## config.mk

```make
export PLATFORM = sky130hd
export DESIGN_NAME = pattern_gen
export DESIGN_NICKNAME = d
export VERILOG_FILES = /design/src/rtl/pattern_gen_pkg.sv /design/src/rtl/pattern_timing.sv /design/src/rtl/pattern_gen.sv
export SDC_FILE = /design/constraint.sdc
export NUM_CORES = 1
export LEC_CHECK = 0
export BUFFER_PORTS_ARGS = -buffer_cell sky130_fd_sc_hd__buf_2
export CAP_MARGIN = 5
export CORE_AREA = 2 2 84 70
export CTS_BUF_LIST = sky130_fd_sc_hd__clkbuf_2
export DETAILED_ROUTE_END_ITERATION = 8
export DIE_AREA = 0 0 86 72
export PLACE_DENSITY = 0.66
export SKIP_CTS_REPAIR_TIMING = 1
export SLEW_MARGIN = 20
export SYNTH_ARGS = -nofsm -noshare
export SYNTH_HDL_FRONTEND = slang
export SYNTH_SLANG_ARGS = --single-unit
```

## constraint.sdc

```tcl
create_clock -name pix_clk -period 2.13 [get_ports pix_clk]
set_input_delay 0.213 -clock pix_clk [delete_from_list [all_inputs] [get_ports pix_clk]]
set_output_delay 0.213 -clock pix_clk [all_outputs]
set_load 0.005 [all_outputs]
```

## src/rtl/pattern_gen_pkg.sv

```systemverilog
// Shared constants for the colour-bar test-pattern source: default 1080p raster
// timing and the BT.709 limited-range bar colour table.
package pattern_gen_pkg;

  localparam int H_ACTIVE_DEF      = 1920;
  localparam int H_FRONT_PORCH_DEF = 88;
  localparam int H_SYNC_DEF        = 44;
  localparam int H_BACK_PORCH_DEF  = 148;
  localparam int V_ACTIVE_DEF      = 1080;
  localparam int V_FRONT_PORCH_DEF = 4;
  localparam int V_SYNC_DEF        = 5;
  localparam int V_BACK_PORCH_DEF  = 36;

  localparam int CNT_W  = 12;
  localparam int DATA_W = 16;

  typedef enum logic [2:0] {
    BAR_WHITE,
    BAR_YELLOW,
    BAR_CYAN,
    BAR_GREEN,
    BAR_MAGENTA,
    BAR_RED,
    BAR_BLUE,
    BAR_BLACK
  } bar_t;

  typedef struct packed {
    logic [7:0] y;
    logic [7:0] cb;
    logic [7:0] cr;
  } ycbcr_t;

  function automatic ycbcr_t bar_color(input bar_t bar);
    ycbcr_t c;
    case (bar)
      BAR_WHITE:   c = '{y: 8'd235, cb: 8'd128, cr: 8'd128};
      BAR_YELLOW:  c = '{y: 8'd219, cb: 8'd16,  cr: 8'd138};
      BAR_CYAN:    c = '{y: 8'd188, cb: 8'd154, cr: 8'd16};
      BAR_GREEN:   c = '{y: 8'd173, cb: 8'd42,  cr: 8'd26};
      BAR_MAGENTA: c = '{y: 8'd78,  cb: 8'd214, cr: 8'd230};
      BAR_RED:     c = '{y: 8'd63,  cb: 8'd102, cr: 8'd240};
      BAR_BLUE:    c = '{y: 8'd32,  cb: 8'd240, cr: 8'd118};
      default:     c = '{y: 8'd16,  cb: 8'd128, cr: 8'd128};
    endcase
    return c;
  endfunction

endpackage

```

## src/rtl/pattern_timing.sv

```systemverilog
// Raster position counters (h = pixel, v = line) plus the frame/line active
// decode for the current position. Active region comes first in each line/frame.
module pattern_timing
  import pattern_gen_pkg::*;
#(
  parameter int H_ACTIVE      = H_ACTIVE_DEF,
  parameter int H_FRONT_PORCH = H_FRONT_PORCH_DEF,
  parameter int H_SYNC        = H_SYNC_DEF,
  parameter int H_BACK_PORCH  = H_BACK_PORCH_DEF,
  parameter int V_ACTIVE      = V_ACTIVE_DEF,
  parameter int V_FRONT_PORCH = V_FRONT_PORCH_DEF,
  parameter int V_SYNC        = V_SYNC_DEF,
  parameter int V_BACK_PORCH  = V_BACK_PORCH_DEF
) (
  input  logic             pix_clk,
  input  logic             pix_rst,
  output logic [CNT_W-1:0] h,
  output logic [CNT_W-1:0] v,
  output logic             frame_act,
  output logic             line_act
);

  localparam int H_TOTAL = H_ACTIVE + H_FRONT_PORCH + H_SYNC + H_BACK_PORCH;
  localparam int V_TOTAL = V_ACTIVE + V_FRONT_PORCH + V_SYNC + V_BACK_PORCH;
  localparam logic [CNT_W-1:0] H_LAST = CNT_W'(H_TOTAL - 1);
  localparam logic [CNT_W-1:0] V_LAST = CNT_W'(V_TOTAL - 1);

  // Free-running raster: pixel counter wraps into the line counter, which wraps per frame.
  always_ff @(posedge pix_clk) begin
    if (pix_rst) begin
      h <= '0;
      v <= '0;
    end else if (h == H_LAST) begin
      h <= '0;
      v <= (v == V_LAST) ? '0 : v + 1'b1;
    end else begin
      h <= h + 1'b1;
    end
  end

  assign frame_act = (v < CNT_W'(V_ACTIVE));
  assign line_act  = frame_act && (h < CNT_W'(H_ACTIVE));

endmodule

```

## src/rtl/pattern_gen.sv

```systemverilog
// Eight-bar YCbCr 4:2:2 colour-bar source. Every output is registered from the
// same raster position, so pixcnt/linecnt always describe the fv/lv/data beside them.
module pattern_gen
  import pattern_gen_pkg::*;
#(
  parameter int H_ACTIVE      = H_ACTIVE_DEF,
  parameter int H_FRONT_PORCH = H_FRONT_PORCH_DEF,
  parameter int H_SYNC        = H_SYNC_DEF,
  parameter int H_BACK_PORCH  = H_BACK_PORCH_DEF,
  parameter int V_ACTIVE      = V_ACTIVE_DEF,
  parameter int V_FRONT_PORCH = V_FRONT_PORCH_DEF,
  parameter int V_SYNC        = V_SYNC_DEF,
  parameter int V_BACK_PORCH  = V_BACK_PORCH_DEF
) (
  input  logic              pix_clk,
  input  logic              pix_rst,
  output logic              fv,
  output logic              lv,
  output logic [DATA_W-1:0] data,
  output logic [CNT_W-1:0]  linecnt,
  output logic [CNT_W-1:0]  pixcnt
);

  localparam int BAR_W = H_ACTIVE / 8;

  logic [CNT_W-1:0] h;
  logic [CNT_W-1:0] v;
  logic             frame_act;
  logic             line_act;
  bar_t             bar;
  ycbcr_t           color;
  logic [7:0]       chroma;

  pattern_timing #(
    .H_ACTIVE      (H_ACTIVE),
    .H_FRONT_PORCH (H_FRONT_PORCH),
    .H_SYNC        (H_SYNC),
    .H_BACK_PORCH  (H_BACK_PORCH),
    .V_ACTIVE      (V_ACTIVE),
    .V_FRONT_PORCH (V_FRONT_PORCH),
    .V_SYNC        (V_SYNC),
    .V_BACK_PORCH  (V_BACK_PORCH)
  ) u_timing (
    .pix_clk   (pix_clk),
    .pix_rst   (pix_rst),
    .h         (h),
    .v         (v),
    .frame_act (frame_act),
    .line_act  (line_act)
  );

  // Bar index from a ladder of constant thresholds; pixels past 7*BAR_W all land in bar 7.
  always_comb begin
    bar = BAR_WHITE;
    for (int k = 1; k < 8; k++) begin
      if (h >= CNT_W'(k * BAR_W)) bar = bar_t'(3'(k));
    end
  end

  assign color  = bar_color(bar);
  assign chroma = h[0] ? color.cr : color.cb;

  always_ff @(posedge pix_clk) begin
    if (pix_rst) begin
      fv      <= 1'b0;
      lv      <= 1'b0;
      data    <= '0;
      linecnt <= '0;
      pixcnt  <= '0;
    end else begin
      fv      <= frame_act;
      lv      <= line_act;
      data    <= line_act ? {chroma, color.y} : '0;
      linecnt <= v;
      pixcnt  <= h;
    end
  end

endmodule

```

# After elaboration in Yosys (flattened, before gate mapping)
# Index checks and enable logic that the tools add are counted.
# op_classes
eq_ne	8
reduce_logical	4
addsub	2
n_lt_le_gt_ge	9
bitwise	1
n_mux	10
# ops
operator	count
$pmux W24 S7	1
$ge A12 B11 Y1 const B	3
$add A12 B1 Y12 const B	2
$ge A12 B10 Y1 const B	2
$lt A12 B11 Y1 const B	2
$mux W3	6
$eq A12 B11 Y1 const B	1
$eq A12 B12 Y1 const B	1
$ge A12 B8 Y1 const B	1
$ge A12 B9 Y1 const B	1
$mux W12	1
$eq A3 B3 Y1 const B	3
$mux W8	1
$eq A3 B2 Y1 const B	2
$reduce_or A2 Y1	2
$eq A3 B1 Y1 const B	1
$logic_not A3 Y1	1
$logic_and A1 B1 Y1	1
$mux W1	1
$not A1 Y1	1
# word_totals
output_inout_bits	42
inputBits	2
elab_cells	41
register_bits	66

# Logic depth before layout (Yosys ltp)
# logic_depth
ltp_word	11
mapped_depth	8

# Cells and area by module
# A second synthesis with hierarchy kept.
# unflattened
cells_unflattened	292
area_unflattened_um2	2727.6
# by_module_without_submodules
mod	n_inst	cells_each	seq_area_each_um2	area_each_um2
pattern_gen	1	151	820.8	1524.0
pattern_timing	1	141	480.5	1203.7

# Worst setup path before layout
# No wires, ideal clock.
# synth_path
path_type	reg2reg
from	register u_timing.h[4]
to	register data[9]
required_ns	2.009
slack_ns	0.198
period_less_slack_ns	1.932
path_stages_with_launch	8
t_arrival_ns	1.811
cell_sequence	dfxtp_1 -> buf_6 -> maj3_2 -> a221o_1 -> o211ai_4 -> and2_4 -> a21oi_2 -> mux2_4
# synth_via
elab_chain_cells	11
# synth_lines
element	line	text
start, declared	pattern_timing.sv:17	output logic [CNT_W-1:0] h,
start signal, assigned	pattern_timing.sv:37	h <= h + 1'b1;
$ge A12 B8 Y1	pattern_gen.sv:56	if (h >= CNT_W'(k * BAR_W)) bar = bar_t'(3'(k));
$mux W1	pattern_gen.sv:56	
$mux W3 (6 in series)	pattern_gen.sv:56	
$eq A3 B3 Y1 (tied with other cells)	pattern_gen_pkg.sv:36	case (bar)
$pmux W24 S7	pattern_gen_pkg.sv:36	
$mux W8	pattern_gen.sv:61	assign chroma = h[0] ? color.cr : color.cb;
end signal, assigned	pattern_gen.sv:73	data <= line_act ? {chroma, color.y} : '0;
end, declared	pattern_gen.sv:19	output logic [DATA_W-1:0] data,
# Parallel ways exist; a longest one is shown, timed or not.
# A chain may end at the register's enable or synchronous reset.

# Worst setup path after layout
# layout_path
from	register u_timing.h[7]
to	register data[9]
# The elaborated chain is that of the path after synthesis.

==> run_results.csv <==
group,metric,value,unit
outcome,status,"finished, final reports clean",
yosys,synth_enable_flop_cells,0,
floorplan,die-area,6190,um2
min_path,worst_hold_startpoint,"pix_rst",
yosys,synthFlopType,"dfxtp_1",
clock_tree,tritoncts,"yes",
routing,vias,1994,
power_and_ir_drop,power.share.clock,29.8,%
routing,wl_per_cell,13.1,um
yosys,syn_avg_cell_area,9.28,um2
global_routing,grt_pass1_vias,1793,
routing,detail-route-antenna-nets,0,
routing,drt_iter0_drc,118,
power_and_ir_drop,power_density,641,nW/um2
layout,synthToLayoutAreaGrowth,13.8,%
placed_design,finalWeightedCongestion,0.915,
global_routing,grt_antenna_before_repair,0,
worst_setup_path,slowest_delay,0.58,ns
worst_setup_path,worstSetupStartpoint,"u_timing.h[7]$_SDFF_PP0_",
placed_design,io_buffers,42,
layout,drive_gt1_share,24.1,%
yosys,synthArstFlopShare,0,%
floorplan,chipWidth,86,um
layout,final_cell_mix,"64 x dfxtp_1, 42 x buf_2, 38 x nor2_1, 23 x nand2_1, 20 x nor2b_1",
timing,fin_setup_tns,0,ns
floorplan,io_pins,44,
worst_setup_path,cpLargestDelayFamily,"flip-flops",
routing,drc_errors,0,
timing,skew,0.0308,ns
power_and_ir_drop,internal-power,1.42,mW
timing,hold_viol,0,
placed_design,dp_hpwl,3610,um
timing,period_needed,2.00,ns
clock_tree,cts_buffer_depth,2,
timing,timing.fmax,499,MHz
worst_setup_path,cp_slowest_cell,"dfxtp_1",
power_and_ir_drop,power.switching,0.467,mW
global_routing,grt.total_usage,17.9,%
yosys,synth_cells,278,
timing,finalMaxSlewViolations,0,
layout,layout_commonest_cell,"dfxtp_1",
worst_setup_path,crit_buf_inv,0,
routing,wl,5130,um
job,drv_cap,0,
timing,setup_viol,0,
clock_tree,clkTransAtPathRegs,0.19,ns
worst_setup_path,regToRegStartpoint,"u_timing.h[7]$_SDFF_PP0_",
min_path,hp-class,"input pin to flop",
routing,drt_first_pass_iters,4,
timing,rsz0062_at_grt,"false",
worst_setup_path,crit_path_end_kind,"flop",
global_routing,grt_overflow,0,
global_routing,grt_start_max_net_pins,31,
worst_setup_path,path_max_fanout,12,
yosys,ys_warn_count,0,
worst_setup_path,worstSetupStartpointType,"flop",
yosys,synth_nets,284,
floorplan,core,5320,um2
power_and_ir_drop,p_leak,1.30,nW
power_and_ir_drop,swShare,24.8,%
layout,nNetsFinal,330,
yosys,ys_seq_area_share,50.4,%
global_routing,grt_pass1_wl,8650,um
timing,slew_headroom,62.0,%
floorplan,initial_core_util,48.5,%
yosys,synth_seq_cells,65,
power_and_ir_drop,combPwrFrac,4.1,%
routing,vias_per_cell,5.07,
power_and_ir_drop,peakVddDrop,0.390,mV
worst_setup_path,crit_arrival,2.38,ns
clock_tree,cts_buffers,9,
power_and_ir_drop,seqPwrFrac,66.1,%
clock_tree,cts.sink_count,65,
timing,worst_pin_slew,0.570,ns
layout,antenna_cells,0,
yosys,yosysUniqueCellTypes,52,
clock_tree,clock_latency,0.50,ns
timing,holdWs,0.186,ns
yosys,synth.cell_area,2580,um2
clock_tree,cts_root_buffer,"clkbuf_2",
timing,fin_crit_sh,94.1,%
worst_setup_path,worstPathCellList,"and3_1, nand2_1, o211ai_1, nor2_1, a21oi_2, mux2_4",
worst_setup_path,crit_type,"flop to flop",
floorplan,die_h,72,um
worst_setup_path,required,2.51,ns
floorplan,num_rows,24,
clock_tree,htreeDepth,3,
## power by group through the flow
stage	logic, mW	clock network (mW)	registers, mW
CTS	0.0783	0.584	1.24
global placement	0.0757	0	1.27
detailed placement	0.0777	0	1.27
finish	0.0775	0.560	1.24
global route	0.0863	0.644	1.25
floorplan	0.0472	0	1.27
## state kept, by name (all words and copies together), names as in the netlist
| signal | count |
|---|---|
| linecnt | 12 |
| u_timing.v | 12 |
| pixcnt | 12 |
| lv | 1 |
| u_timing.h | 12 |
| fv | 1 |
| data | 15 |
## final cells by class
class / count / area [um2]
Fill cell: 483 / 2380
Inverter: 6 / 22.5
Sequential cell: 65 / 1300
Clock inverter: 4 / 21.3
Tap cell: 65 / 81.3
Multi-Input combinational cell: 191 / 1170
Timing Repair Buffer: 51 / 278
Clock buffer: 11 / 55.1
## synthesized netlist by cell type, types with 2 or more instances
library cell  number  area share [%]
and2_1             3            0.73
o211ai_1           2            0.58
ha_1               4             1.9
nand4_1            3            0.73
o21ai_0           11             2.1
or3_1              8             1.9
buf_4              2            0.58
a21oi_1           14             2.7
nor2_1            38             5.5
nor2b_1           20             4.8
buf_2              4            0.78
nor3_1             5            0.97
nand3_1            6             1.2
a31oi_1            3            0.73
xor2_1             9             3.1
dfxtp_1           65              50
o31ai_1            2            0.58
xnor2_1            6             2.0
and3_1             7             1.7
inv_1              6            0.87
clkbuf_1           7             1.0
nand2_1           23             3.3
## per-stage QoR
stage	utilization [%]	power, mW	setup slack (ns)	instance area (um2)	std cells
floorplan	-	1.32	0.198	2580	278
global placement	53.8	1.35	0.198	2860	378
detailed placement	53.8	1.35	0.148	2860	378
CTS	55.2	1.91	0.112	2930	393
global route	55.2	1.98	0.0181	2940	393
finish	55.2	1.88	0.127	2940	393
## path summary, 6_finish.rpt
path,slack [ns],cells past startpoint,to
min reg2reg,0.52,1,linecnt[7]$_SDFF_PP0_
max reg2reg,0.13,6,data[9]$_SDFF_PP0_
max,0.13,6,data[9]$_SDFF_PP0_
min,0.19,2,pixcnt[9]$_SDFF_PP0_
## cells by family (layout without fill, tap and decap cells)
group | count (synthesis) | count (layout) | synth area share (%)
flip-flops | 65 | 65 | 50.4
AO/OA/AOI/OAI | 42 | 42 | 11.2
XOR/XNOR | 15 | 15 | 5.09
buffers and inverters | 22 | 72 | 4.02
other | 1 | 1 | 0.145
adder cells (fa/ha/maj) | 5 | 5 | 2.38
AND/OR/NAND/NOR | 126 | 126 | 25.8
multiplexers | 2 | 2 | 1.02
## routing by layer
metal	part of all wire, %	vias up	track usage [%]
met5	0	-	0
met4	1.0	0	5.11
met3	10	7	7.51
met2	39	69	23.9
met1	50	893	26.1
li1	-	1025	-
Power figures use the tool's default switching activity.
